$ cat src/rtl/pipe_mem_arbiter_if.sv
`default_nettype none
// ============================================================================
//  Module      : pipe_mem_arbiter_if
//  Description : Bus bundle for the IF/MEM-stage memory arbiter: fetch port,
//                data port, memory handshake port and pipeline stall/owner
//                outputs.
//                slave  modport : arbiter side
//                master modport : pipeline and memory side
//  Revision    : 1.0 - initial release
// ============================================================================
interface pipe_mem_arbiter_if #(
  parameter int ADDR_W = 32,
  parameter int DATA_W = 32
);
  // Fetch port
  logic              if_req;
  logic [ADDR_W-1:0] if_addr;
  logic [DATA_W-1:0] if_rdata;
  logic              if_ack;
  // Data (load/store) port
  logic              dm_req;
  logic              dm_we;
  logic [ADDR_W-1:0] dm_addr;
  logic [DATA_W-1:0] dm_wdata;
  logic [DATA_W-1:0] dm_rdata;
  logic              dm_ack;
  // Memory handshake
  logic              mem_req;
  logic              mem_we;
  logic [ADDR_W-1:0] mem_addr;
  logic [DATA_W-1:0] mem_wdata;
  logic [DATA_W-1:0] mem_rdata;
  logic              mem_ready;
  // Pipeline control
  logic              stall_if;
  logic              stall_mem;
  logic              owner;

  modport slave (
    input  if_req, if_addr,
    input  dm_req, dm_we, dm_addr, dm_wdata,
    input  mem_rdata, mem_ready,
    output if_rdata, if_ack,
    output dm_rdata, dm_ack,
    output mem_req, mem_we, mem_addr, mem_wdata,
    output stall_if, stall_mem, owner
  );

  modport master (
    output if_req, if_addr,
    output dm_req, dm_we, dm_addr, dm_wdata,
    output mem_rdata, mem_ready,
    input  if_rdata, if_ack,
    input  dm_rdata, dm_ack,
    input  mem_req, mem_we, mem_addr, mem_wdata,
    input  stall_if, stall_mem, owner
  );
endinterface
`default_nettype wire

$ cat src/rtl/pipe_mem_arbiter.sv
`default_nettype none
// ============================================================================
//  Module      : pipe_mem_arbiter
//  Description : Shares one single-port memory between instruction fetch (IF)
//                and load/store (DM). DM has priority; a saturating counter of
//                contested DM wins forces an IF grant once it reaches
//                STARVE_MAX. Each access runs IDLE -> BUSY -> RESP, BUSY
//                lasting until the memory raises mem_ready.
//  Ports       : clk  - clock, rising edge
//                rst  - asynchronous reset, active-high
//                bus  - pipe_mem_arbiter_if.slave (fetch, data, memory,
//                       stall_if/stall_mem/owner)
//  Revision    : 1.0 - initial release
// ============================================================================
module pipe_mem_arbiter #(
  parameter int ADDR_W     = 32,
  parameter int DATA_W     = 32,
  parameter int STARVE_MAX = 4
) (
  input  wire logic           clk,
  input  wire logic           rst,
  pipe_mem_arbiter_if.slave   bus
);

  localparam int CNT_W = (STARVE_MAX < 1) ? 1 : $clog2(STARVE_MAX + 1);
  localparam logic [CNT_W-1:0] c_STARVE_MAX = CNT_W'(STARVE_MAX);
  localparam logic [CNT_W-1:0] c_CNT_ONE    = CNT_W'(1);

  typedef enum logic [1:0] {
    S_IDLE = 2'd0,
    S_BUSY = 2'd1,
    S_RESP = 2'd2
  } state_t;

  state_t            r_state;
  logic [CNT_W-1:0]  r_starve_cnt;
  logic              r_mem_req;
  logic              r_mem_we;
  logic [ADDR_W-1:0] r_mem_addr;
  logic [DATA_W-1:0] r_mem_wdata;
  logic [DATA_W-1:0] r_if_rdata;
  logic [DATA_W-1:0] r_dm_rdata;
  logic              r_if_ack;
  logic              r_dm_ack;
  logic              r_owner;

  logic w_starved;
  logic w_grant_dm;
  logic w_grant_if;

  // DM wins every contest except when fetch has already lost STARVE_MAX in a row.
  assign w_starved  = (r_starve_cnt == c_STARVE_MAX);
  assign w_grant_dm = bus.dm_req & (~bus.if_req | ~w_starved);
  assign w_grant_if = bus.if_req & ~w_grant_dm;

  always_ff @(posedge clk or posedge rst) begin
    if (rst) begin
      r_state      <= S_IDLE;
      r_starve_cnt <= '0;
      r_mem_req    <= 1'b0;
      r_mem_we     <= 1'b0;
      r_mem_addr   <= '0;
      r_mem_wdata  <= '0;
      r_if_rdata   <= '0;
      r_dm_rdata   <= '0;
      r_if_ack     <= 1'b0;
      r_dm_ack     <= 1'b0;
      r_owner      <= 1'b0;
    end else begin
      case (r_state)
        S_IDLE: begin
          if (w_grant_dm) begin
            r_mem_req   <= 1'b1;
            r_mem_we    <= bus.dm_we;
            r_mem_addr  <= bus.dm_addr;
            r_mem_wdata <= bus.dm_wdata;
            r_owner     <= 1'b1;
            r_state     <= S_BUSY;
            // Only contested DM wins count toward fetch starvation.
            if (bus.if_req && !w_starved) begin
              r_starve_cnt <= r_starve_cnt + c_CNT_ONE;
            end
          end else if (w_grant_if) begin
            r_mem_req    <= 1'b1;
            r_mem_we     <= 1'b0;
            r_mem_addr   <= bus.if_addr;
            r_owner      <= 1'b0;
            r_starve_cnt <= '0;
            r_state      <= S_BUSY;
          end
        end
        S_BUSY: begin
          if (bus.mem_ready) begin
            r_mem_req <= 1'b0;
            if (r_owner) begin
              // A store returns no data; dm_rdata keeps the last load value.
              if (!r_mem_we) begin
                r_dm_rdata <= bus.mem_rdata;
              end
              r_dm_ack <= 1'b1;
            end else begin
              r_if_rdata <= bus.mem_rdata;
              r_if_ack   <= 1'b1;
            end
            r_state <= S_RESP;
          end
        end
        S_RESP: begin
          // Ack is visible for this single cycle; requesters renew after it.
          r_if_ack <= 1'b0;
          r_dm_ack <= 1'b0;
          r_state  <= S_IDLE;
        end
        default: begin
          r_state <= S_IDLE;
        end
      endcase
    end
  end

  assign bus.mem_req   = r_mem_req;
  assign bus.mem_we    = r_mem_we;
  assign bus.mem_addr  = r_mem_addr;
  assign bus.mem_wdata = r_mem_wdata;
  assign bus.if_rdata  = r_if_rdata;
  assign bus.dm_rdata  = r_dm_rdata;
  assign bus.if_ack    = r_if_ack;
  assign bus.dm_ack    = r_dm_ack;
  assign bus.owner     = r_owner;
  assign bus.stall_if  = bus.if_req & ~r_if_ack;
  assign bus.stall_mem = bus.dm_req & ~r_dm_ack;

endmodule
`default_nettype wire

$ cat src/flat_wrapper.sv
// flat-port wrapper written by rule: the top's interface ports become plain ports
module pipe_mem_arbiter_flat 
#(
  parameter int ADDR_W     = 32,
  parameter int DATA_W     = 32,
  parameter int STARVE_MAX = 4
)
  (clk, rst, bus_if_req, bus_if_addr, bus_dm_req, bus_dm_we, bus_dm_addr, bus_dm_wdata, bus_mem_rdata, bus_mem_ready, bus_if_rdata, bus_if_ack, bus_dm_rdata, bus_dm_ack, bus_mem_req, bus_mem_we, bus_mem_addr, bus_mem_wdata, bus_stall_if, bus_stall_mem, bus_owner);
  pipe_mem_arbiter_if #(.ADDR_W(ADDR_W), .DATA_W(DATA_W)) bus_i ();
  input  wire logic clk;
  input  wire logic rst;
  input wire logic [$bits(bus_i.if_req)-1:0] bus_if_req;
  input wire logic [$bits(bus_i.if_addr)-1:0] bus_if_addr;
  input wire logic [$bits(bus_i.dm_req)-1:0] bus_dm_req;
  input wire logic [$bits(bus_i.dm_we)-1:0] bus_dm_we;
  input wire logic [$bits(bus_i.dm_addr)-1:0] bus_dm_addr;
  input wire logic [$bits(bus_i.dm_wdata)-1:0] bus_dm_wdata;
  input wire logic [$bits(bus_i.mem_rdata)-1:0] bus_mem_rdata;
  input wire logic [$bits(bus_i.mem_ready)-1:0] bus_mem_ready;
  output wire logic [$bits(bus_i.if_rdata)-1:0] bus_if_rdata;
  output wire logic [$bits(bus_i.if_ack)-1:0] bus_if_ack;
  output wire logic [$bits(bus_i.dm_rdata)-1:0] bus_dm_rdata;
  output wire logic [$bits(bus_i.dm_ack)-1:0] bus_dm_ack;
  output wire logic [$bits(bus_i.mem_req)-1:0] bus_mem_req;
  output wire logic [$bits(bus_i.mem_we)-1:0] bus_mem_we;
  output wire logic [$bits(bus_i.mem_addr)-1:0] bus_mem_addr;
  output wire logic [$bits(bus_i.mem_wdata)-1:0] bus_mem_wdata;
  output wire logic [$bits(bus_i.stall_if)-1:0] bus_stall_if;
  output wire logic [$bits(bus_i.stall_mem)-1:0] bus_stall_mem;
  output wire logic [$bits(bus_i.owner)-1:0] bus_owner;
  assign bus_i.if_req = bus_if_req;
  assign bus_i.if_addr = bus_if_addr;
  assign bus_i.dm_req = bus_dm_req;
  assign bus_i.dm_we = bus_dm_we;
  assign bus_i.dm_addr = bus_dm_addr;
  assign bus_i.dm_wdata = bus_dm_wdata;
  assign bus_i.mem_rdata = bus_mem_rdata;
  assign bus_i.mem_ready = bus_mem_ready;
  assign bus_if_rdata = bus_i.if_rdata;
  assign bus_if_ack = bus_i.if_ack;
  assign bus_dm_rdata = bus_i.dm_rdata;
  assign bus_dm_ack = bus_i.dm_ack;
  assign bus_mem_req = bus_i.mem_req;
  assign bus_mem_we = bus_i.mem_we;
  assign bus_mem_addr = bus_i.mem_addr;
  assign bus_mem_wdata = bus_i.mem_wdata;
  assign bus_stall_if = bus_i.stall_if;
  assign bus_stall_mem = bus_i.stall_mem;
  assign bus_owner = bus_i.owner;
  pipe_mem_arbiter #(.ADDR_W(ADDR_W), .DATA_W(DATA_W), .STARVE_MAX(STARVE_MAX)) u_core (.clk(clk), .rst(rst), .bus(bus_i));
endmodule
$ cat config.mk
export PLATFORM = sky130hd
export DESIGN_NAME = pipe_mem_arbiter_flat
export DESIGN_NICKNAME = d
export VERILOG_FILES = /design/src/rtl/pipe_mem_arbiter_if.sv /design/src/rtl/pipe_mem_arbiter.sv /design/src/flat_wrapper.sv
export SDC_FILE = /design/constraint.sdc
export NUM_CORES = 1
export LEC_CHECK = 0
export BUFFER_PORTS_ARGS = -buffer_cell sky130_fd_sc_hd__buf_4
export CAP_MARGIN = 10
export CORE_MARGIN = 3
export CORE_UTILIZATION = 47
export CTS_CLUSTER_SIZE = 10
export DETAILED_ROUTE_END_ITERATION = 7
export GPL_TIMING_DRIVEN = 1
export HOLD_SLACK_MARGIN = 0.02
export PLACE_DENSITY = 0.89
export SETUP_SLACK_MARGIN = 0.4
export SLEW_MARGIN = 15
export SYNTH_ARGS = -nofsm -noshare
export SYNTH_HDL_FRONTEND = slang
export SYNTH_SLANG_ARGS = --single-unit
$ cat constraint.sdc
create_clock -name clk -period 5.7 [get_ports clk]
set_clock_uncertainty 0.1 [all_clocks]
set_input_delay 0.285 -clock clk [delete_from_list [all_inputs] [get_ports clk]]
set_output_delay 0.285 -clock clk [all_outputs]
set_load 0.005 [all_outputs]
# Yosys cells after proc, flatten, opt, wreduce, memory -nomap -nowiden
# Index checks and enable logic that the tools add are counted.
# W data, S select, Z words.
[word_totals] reg_bits=138 input_bits=134 output_inout_bits=135 elab_cells=69
[op_classes] add_sub_neg=1 n_eq_ne=8 mux=22 bitwise=12 n_reduce_logical=15
[ops] cell="$mux W32" count=2
[ops] cell="$reduce_and A3 Y1" count=5
[ops] cell="$mux W1" count=10
[ops] cell="$mux W3" count=3
[ops] cell="$not A1 Y1" count=7
[ops] cell="$mux W2" count=3
[ops] cell="$ne A2 B2 Y1 const B" count=3
[ops] cell="$pmux W1 S2" count=3
[ops] cell="$reduce_and A2 Y1" count=3
[ops] cell="$reduce_bool A2 Y1" count=3
[ops] cell="$and A1 B1 Y1" count=4
[ops] cell="$pmux W2 S2" count=1
[ops] cell="$reduce_and A4 Y1" count=1
[ops] cell="$add A3 B1 Y3 const B" count=1
[ops] cell="$eq A3 B3 Y1 const B" count=1
[ops] cell="$ne A3 B1 Y1 const B" count=1
[ops] cell="$eq A2 B1 Y1 const B" count=1
[ops] cell="$eq A2 B2 Y1 const B" count=1
[ops] cell="$logic_not A2 Y1" count=1
[ops] cell="$ne A2 B1 Y1 const B" count=1
[ops] cell="$logic_and A1 B1 Y1" count=1
[ops] cell="$logic_not A1 Y1" count=1
[ops] cell="$or A1 B1 Y1" count=1

# Logic depth before layout (Yosys ltp)
# Gate-level depths: netlist of run 1.
[depth] depth_word=9 mapped_depth=7

# Worst setup path after synthesis of run 1
# No wires, ideal clock.
[synth_timing] path_type="register -> register" startpoint="register u_core.r_starve_cnt[0]" endpoint="register u_core.r_mem_wdata[10], in the netlist u_core.bus.mem_wdata[10]" arrival_time_ns=1.575 t_required_ns=5.475 path_slack_ns=3.900 path_stages_with_launch=8 cell_sequence="dfrtp_1 > inv_1 > ha_1 > nand3_1 > and3_1 > buf_2 > buf_6 > mux2_2"
[synth_via] elab_chain_cells=5
[synth_lines] element="from (decl)" line="pipe_mem_arbiter.sv:36" text="logic [CNT_W-1:0] r_starve_cnt;"
[synth_lines] element="from (signal assigned)" line="pipe_mem_arbiter.sv:81" text="r_starve_cnt <= r_starve_cnt + c_CNT_ONE;"
[synth_lines] element="$eq A3 B3 Y1" line="pipe_mem_arbiter.sv:52" text="assign w_starved = (r_starve_cnt == c_STARVE_MAX);"
[synth_lines] element="$not A1 Y1" line="pipe_mem_arbiter.sv:53" text="assign w_grant_dm = bus.dm_req & (~bus.if_req | ~w_starved);"
[synth_lines] element="$or A1 B1 Y1" line="pipe_mem_arbiter.sv:53"
[synth_lines] element="$and A1 B1 Y1" line="pipe_mem_arbiter.sv:53"
[synth_lines] element="$reduce_and A2 Y1 (no source line)"
[synth_lines] element="to (signal assigned)" line="pipe_mem_arbiter.sv:76" text="r_mem_wdata <= bus.dm_wdata;"
[synth_lines] element="to (decl)" line="pipe_mem_arbiter.sv:40" text="logic [DATA_W-1:0] r_mem_wdata;"
# Every way passes these cells.
# A chain may end at the register's enable or synchronous reset.

# Worst setup path in the final report of run 1
[layout_timing] startpoint="register u_core.r_starve_cnt[0]" endpoint="register u_core.r_mem_wdata[30], in the netlist u_core.bus.mem_wdata[30]"
# Same word-level chain as after synthesis.

==> out/metrics.cfg, run 1 <==
[synth]
synth-seq-cells = 138
seq_area_frac_synth_pct = 60.4
async_flop_share_pct = 100
synth_edf_count = 0
avgSynthCellArea_um2 = 13.1
synth_area_um2 = 5720
synth_top_area_share_pct = 60.4
synthesis.nets = 574
yosys-top-cells-area = dfrtp_1, mux2_2, o221ai_1
yosys.area.top_type = dfrtp_1
yosysWarnings = 0
syn_inst = 438
synthFlopType = dfrtp_1
synth_cell_types = 29

[sta]
timing.final.ws_setup_ns = 3.19
drv_slew = 0
min_period_ns = 2.51
final_hold_viol_count = 0
period_share_pct = 44.0
rsz0062_at_grt = false
fmax_mhz = 399
slew_headroom_pct = 21.6
worstMarginPinSlew_ns = 1.18
whs_ns = 0.0394
fin_setup_tns_ns = 0
setup_violations = 0

[worst_setup_path]
crit_arrival_ns = 2.69
path_class = flop to flop
worstPathRequired_ns = 5.88
endpoint_kind = flop
cpLargestDelayFamily = simple AND/OR/NAND/NOR gates
critPathMaxFanout = 35
critPathMaxStageDelay_ns = 0.81
cp-start-kind = flop
crit_path_cell_trace = inv_1 > ha_1 > nand3_1 > buf_4 > and3_2 > mux2_2
rrSetupSlack_ns = 3.19
worst-path-buf-inv = 2
slowest_stage = and3_2

[placement]
io_buffer_count = 268
dpl.hpwl_um = 11800
gp_congestion = 0.851
dpl_worst_slack_ns = 3.14

[cells_and_area]
fillCellCount = 683
final_util_pct = 77.4
final_common_cell = buf_4
final_layout_size_suffix_gt1_share_pct = 52.3
area_growth_pct = 57.8
mostFrequentLayoutCells = buf_4, dfrtp_1, mux2_2
final_nets = 890

[routing]
drt_iter0_drc = 280
drc = 0
avgRoutedWirePerCell_um = 19.9
vias = 4966
drt_wl_total_um = 18100
ant_nets = 0
viasPerCell = 5.45
firstDrtPassIters = 5

[run]
maxCapViolations = 0

[power_and_ir_drop]
p_total_mw = 4.97
ir_worst_vdd_mv = 0.275
power_density_nw_per_um2 = 551
leakage_nw = 4.30

[grt]
grt_pass1_vias = 5300
grt_overflow_total = 0
grt.total_usage_pct = 26.1
grt_max_degree = 87
antenna_found_initial = 0
grt_first_pass_wirelength_um = 27200

[clock_network]
clock_latency_ns = 0.40
clkTransAtPathRegs_ns = 0.06
numCtsBuffers = 17
cts-root-buf = clkbuf_16
clock_sinks = 138
cts_tree = yes
clockBufferDepth = 2
htreeDepth = 4

[min_path]
min_path_type = primary input to flop

[floorplan]
fp.dieW_um = 116
rows = 39
die_y_um = 116
io_pins = 269
dieArea_um2 = 13500
coreArea_um2 = 11700
start_util_pct = 49.1

[status]
status = completed

## worst reg2reg max path: stages (launching register included)
cell and delay [ns]:
dfrtp_1 0.38, inv_1 0.06, ha_1 0.19, nand3_1 0.08, buf_4 0.32, and3_2 0.81, mux2_2 0.44
## sequential cells by signal (all words and copies together), names as in the netlist, 2 cells and up
name	count
u_core.bus.mem_wdata	32
u_core.r_state	2
u_core.bus.mem_addr	32
u_core.bus.if_rdata	32
u_core.bus.dm_rdata	32
u_core.r_starve_cnt	3
## layout make-up
type	count	area (um2)	share of cell area [%]
Antenna cell	1	2.50	0.0277
Clock buffer	19	443	4.91
Clock inverter	13	190	2.11
Inverter	38	148	1.64
Multi-Input combinational cell	226	1960	21.7
Sequential cell	138	3450	38.3
Tap cell	143	179	1.98
Timing Repair Buffer	333	2650	29.3
## what timing repair did
item,CTS,global route
buffers inserted,0,0
resized for setup,0,0
hold buffers,59,0
endpoints found under the hold margin,127,0
## metal layers
metal	track usage [%]	vias up	wire length (um)
met2	47.2	255	9660
met1	29.0	2428	6450
met5	0	-	0
li1	-	2223	-
met4	13.9	0	848
met3	5.13	60	1160
## worst paths after layout
check,start,to,cells after the start
worst min register to register,u_core.bus.mem_req$_DFFE_PP0P_,u_core.bus.mem_req$_DFFE_PP0P_,2
max in group asynchronous,rst,u_core.bus.dm_rdata[15]$_DFFE_PP0P_,4
worst min-delay path,bus_mem_rdata[13],u_core.bus.dm_rdata[13]$_DFFE_PP0P_,2
worst max register to register,u_core.r_starve_cnt[0]$_DFFE_PP0P_,u_core.bus.mem_wdata[30]$_DFFE_PP0P_,6
min in group asynchronous,rst,u_core.bus.mem_wdata[16]$_DFFE_PP0P_,3
worst max-delay path,u_core.r_starve_cnt[0]$_DFFE_PP0P_,u_core.bus.mem_wdata[30]$_DFFE_PP0P_,6
## cell usage after synthesis, types with 3 or more instances
cell / instances
nand3_1: 33
o221ai_1: 32
a22o_1: 3
buf_6: 3
nand4_1: 33
buf_2: 10
inv_1: 38
clkbuf_1: 18
dfrtp_1: 138
o21ai_0: 5
mux2_1: 7
nand2_1: 5
buf_4: 3
mux2_2: 89
## logic make-up after synthesis
logic type / Yosys count / synth area share, %
buf+inv: 74 / 5.66
mux: 96 / 18.9
simple gates: 85 / 8.44
flops: 138 / 60.4
fa+ha+maj: 2 / 0.437
compound gates: 43 / 6.19
## per-stage QoR
stage	std cells	area, um2
3_3_place_gp	819	7800
2_1_floorplan	438	5720
6_report	911	9020
4_1_cts	910	9020
5_1_grt	910	9020
3_5_place_dp	819	7800
## power breakdown
| part | total (mW) | switching [mW] | internal [mW] |
|---|---|---|---|
| clock | 1.17 | 0.423 | 0.750 |
| combinational | 1.98 | 0.823 | 1.15 |
| sequential | 1.82 | 0.339 | 1.48 |
| total | 4.97 | 1.59 | 3.38 |
(Power assumes the default switching activity.)
==> run 2: changes to the inputs <==
--- a/config.mk
+++ b/config.mk
@@ -5,15 +5,16 @@
 export SDC_FILE = /design/constraint.sdc
 export NUM_CORES = 1
 export LEC_CHECK = 0
+export ABC_AREA = 1
 export BUFFER_PORTS_ARGS = -buffer_cell sky130_fd_sc_hd__buf_4
 export CAP_MARGIN = 10
 export CORE_MARGIN = 3
-export CORE_UTILIZATION = 47
+export CORE_UTILIZATION = 43
 export CTS_CLUSTER_SIZE = 10
 export DETAILED_ROUTE_END_ITERATION = 7
 export GPL_TIMING_DRIVEN = 1
 export HOLD_SLACK_MARGIN = 0.02
-export PLACE_DENSITY = 0.89
+export PLACE_DENSITY = 0.85
 export SETUP_SLACK_MARGIN = 0.4
 export SLEW_MARGIN = 15
 export SYNTH_ARGS = -nofsm -noshare
==> constraint.sdc (replaced) <==
create_clock -name clk -period 2.1 [get_ports clk]
set_clock_uncertainty 0.1 [all_clocks]
set_input_delay 0.105 -clock clk [delete_from_list [all_inputs] [get_ports clk]]
set_output_delay 0.105 -clock clk [all_outputs]
set_load 0.005 [all_outputs]
==> out/metrics.cfg, run 2 <==
[worst_setup_path]
path_class = flop to flop  ; unchanged
rrSetupSlack_ns = 0.43  ; was 3.19 ns
reg2regPathDepth = 8  ; was 6
worstPathRequired_ns = 2.30  ; was 5.88 ns
cp-start-kind = flop  ; unchanged
reg2reg_to = u_core.bus.mem_wdata[20]$_DFFE_PP0P_  ; was u_core.bus.mem_wdata[30]$_DFFE_PP0P_
critPathMaxFanout = 33  ; was 35
crit_arrival_ns = 1.87  ; was 2.69 ns
rr_startpoint = u_core.r_starve_cnt[0]$_DFFE_PP0P_  ; unchanged
endpoint_kind = flop  ; unchanged

[power_and_ir_drop]
netSwitchingPower_mw = 4.63  ; was 1.59 mW
p_comb_share_pct = 39.5  ; was 39.8%
p_sw_share_pct = 35.1  ; was 31.9%
power_density_nw_per_um2 = 1290  ; was 551 nW/um2
p_total_mw = 13.2  ; was 4.97 mW
ir_worst_vdd_mv = 0.637  ; was 0.275 mV
leakage_nw = 5.66  ; was 4.30 nW
pwr-share-clk_pct = 24.2  ; was 23.6%
cellInternalPower_mw = 8.54  ; was 3.38 mW
seqPwrFrac_pct = 36.2  ; was 36.6%

[synth]
syn_inst = 742  ; was 438
synth_top_area_share_pct = 56.8  ; was 60.4%
synth.most_common_cell = nand2_1  ; was dfrtp_1
synth_edf_count = 0  ; unchanged
synth_area_um2 = 6080  ; was 5720 um2
yosys.area.top_type = dfrtp_1  ; unchanged
synthFlopType = dfrtp_1  ; unchanged
seq_area_frac_synth_pct = 56.8  ; was 60.4%
async_flop_share_pct = 100  ; unchanged
yosys-top-cells-area = dfrtp_1, nand2_1, inv_1  ; was dfrtp_1, mux2_2, o221ai_1
avgSynthCellArea_um2 = 8.20  ; was 13.1 um2
synth-seq-cells = 138  ; unchanged
synth_commonest_cells = nand2_1, dfrtp_1, inv_1, nand3_1, o21ai_0  ; was dfrtp_1, mux2_2, inv_1, nand3_1, nand4_1
synth_cell_types = 21  ; was 29
synthesis.nets = 878  ; was 574
yosysWarnings = 0  ; unchanged

[clock_network]
cts-root-buf = clkbuf_16  ; unchanged
cts_tree = yes  ; unchanged
clock_latency_ns = 0.41  ; was 0.40 ns
numCtsBuffers = 17  ; unchanged
htreeDepth = 4  ; unchanged
clock_sinks = 138  ; unchanged
clockBufferDepth = 2  ; unchanged
clkTransAtPathRegs_ns = 0.06  ; about the same

[floorplan]
coreArea_um2 = 13600  ; was 11700 um2
fp.dieW_um = 125  ; was 116 um
die_y_um = 125  ; was 116 um
rows = 42  ; was 39
io_pins = 269  ; unchanged
start_util_pct = 44.9  ; was 49.1%
dieArea_um2 = 15600  ; was 13500 um2

[routing]
drt_wl_total_um = 22500  ; was 18100 um
firstDrtPassIters = 5  ; unchanged
drc = 0  ; unchanged
wl_met2_um = 10700  ; was 9660 um
drt_iter0_drc = 480  ; was 280
ant_nets = 0  ; unchanged
top_layer = met4  ; unchanged
drt-met1-wl_um = 8240  ; was 6450 um
vias = 6730  ; was 4966
wl_met3_um = 2130  ; was 1160 um
avgRoutedWirePerCell_um = 17.0  ; was 19.9 um
viasPerCell = 5.09  ; was 5.45

[cells_and_area]
final_nets = 1269  ; was 890
antenna_cells = 0  ; was 1
final_layout_size_suffix_gt1_share_pct = 28.5  ; was 52.3%
final_util_pct = 75.3  ; was 77.4%
final_common_cell = nand2_1  ; was buf_4
area_growth_pct = 67.9  ; was 57.8%
mostFrequentLayoutCells = nand2_1, buf_4, dfrtp_1  ; was buf_4, dfrtp_1, mux2_2

[grt]
grt_overflow_total = 0  ; unchanged
grt.total_usage_pct = 28.8  ; was 26.1%
grt_first_pass_wirelength_um = 36200  ; was 27200 um
antenna_found_initial = 0  ; unchanged
grt_max_degree = 139  ; was 87
grt_pass1_vias = 7084  ; was 5300

[placement]
io_buffer_count = 268  ; unchanged
gp_congestion = 0.833  ; was 0.851
dpl.hpwl_um = 12400  ; was 11800 um

[sta]
min_period_ns = 1.67  ; was 2.51 ns
slew_headroom_pct = 52.1  ; was 21.6%
final_hold_viol_count = 0  ; unchanged
setup_violations = 0  ; unchanged
drv_slew = 0  ; unchanged
worstMarginPinSlew_ns = 0.719  ; was 1.18 ns
fmax_mhz = 599  ; was 399 MHz
rsz0062_at_grt = true  ; was false
fin_setup_tns_ns = 0  ; unchanged
period_share_pct = 79.4  ; was 44.0%

[min_path]
min_to = u_core.bus.mem_addr[2]$_DFFE_PP0P_  ; was u_core.bus.dm_rdata[13]$_DFFE_PP0P_
min_delay_path_depth = 5  ; was 2
min_path_type = primary input to flop  ; unchanged
min_from = bus_dm_req  ; was bus_mem_rdata[13]

[status]
status = completed  ; unchanged

[run]
maxCapViolations = 0  ; unchanged

-- run 2: changes by cell type after synthesis, sizes merged, moves of 33 or more --
| cell | change |
|---|---|
| nand3 | +36 |
| nand2 | +300 |
| inv | +72 |
| o21ai | +63 |
| nand4 | -33 |
| mux2 | -96 |
-- run 2: area by class of cell --
type	count	area [um2]
timing repair buffer	410	3470
sequential	138	3450
fill	840	3340
multi-input combinational	456	2020
clock buffer	21	480
inverter	110	417
tap	176	220
clock inverter	11	156
-- run 2: critical path: stages (launching register included) --
cell	delay, ns
dfrtp_1	0.38
inv_1	0.08
ha_1	0.24
nand3_4	0.13
nand2_8	0.08
inv_2	0.13
nand2_8	0.16
nand2_1	0.15
nand2_1	0.09
-- run 2: kinds of logic (layout without fill, tap and decap cells) --
kind of cell / Yosys count / after routing / synth area share (%)
xor+xnor: 1 / 1 / 0.144
simple gates: 385 / 385 / 26.5
compound gates: 68 / 68 / 5.60
flops: 138 / 138 / 56.8
fa+ha+maj: 2 / 2 / 0.411
buf+inv: 148 / 552 / 10.6
-- run 2: timing repair --
action / in CTS / in global routing
hold buffers: 131 / 0
gates resized for setup: 1 / 10
pin swaps: 0 / 1
endpoints found under the setup margin: 1 / 110
setup buffers: 0 / 1
endpoints found under the hold margin: 271 / 0
-- run 2: per-layer routing --
| layer | vias to the layer above | track usage [%] |
|---|---|---|
| met3 | 119 | 8.06 |
| met2 | 501 | 46.9 |
| met4 | 0 | 17.7 |
| li1 | 3031 | - |
| met5 | - | 0 |
| met1 | 3079 | 34.1 |
-- run 2: how the worst max path moves through the flow --
| stage | start | end | slack (ns) | depth (start not counted) |
|---|---|---|---|---|
| detailed placement | u_core.r_starve_cnt[0]$_DFFE_PP0P_ | u_core.bus.owner$_DFFE_PP0P_ | 0.38 | 7 |
| floorplan | rst | u_core.bus.dm_ack$_DFFE_PP0P_ | 0.17 | 1 |
| global placement | u_core.r_starve_cnt[0]$_DFFE_PP0P_ | u_core.bus.owner$_DFFE_PP0P_ | 0.48 | 7 |
| CTS | u_core.r_starve_cnt[0]$_DFFE_PP0P_ | u_core.bus.mem_addr[17]$_DFFE_PP0P_ | 0.42 | 8 |
| global route | u_core.r_starve_cnt[0]$_DFFE_PP0P_ | u_core.bus.mem_wdata[20]$_DFFE_PP0P_ | 0.37 | 8 |
| finish | u_core.r_starve_cnt[0]$_DFFE_PP0P_ | u_core.bus.mem_wdata[20]$_DFFE_PP0P_ | 0.43 | 8 |
-- run 2: through the flow --
| stage | hold slack [ns] | worst slack (ns) | area [um2] | cells |
|---|---|---|---|---|
| floorplan | 0.115 | 0.174 | 6090 | 742 |
| global placement | 0.204 | 0.476 | 8200 | 1158 |
| detailed placement | 0.208 | 0.383 | 8200 | 1158 |
| CTS | 0.0377 | 0.420 | 10200 | 1321 |
| global route | 0.0738 | 0.368 | 10200 | 1322 |
| finish | 0.0500 | 0.432 | 10200 | 1322 |
-- run 2: power groups by stage --
stage | Combinational (mW) | Clock (mW) | Sequential (mW)
after global placement | 4.59 | 0 | 4.68
after CTS | 4.99 | 3.22 | 4.71
final | 5.21 | 3.19 | 4.77
after floorplan | 1.99 | 0 | 4.72
after global routing | 5.71 | 3.36 | 4.90
after detailed placement | 4.79 | 0 | 4.71
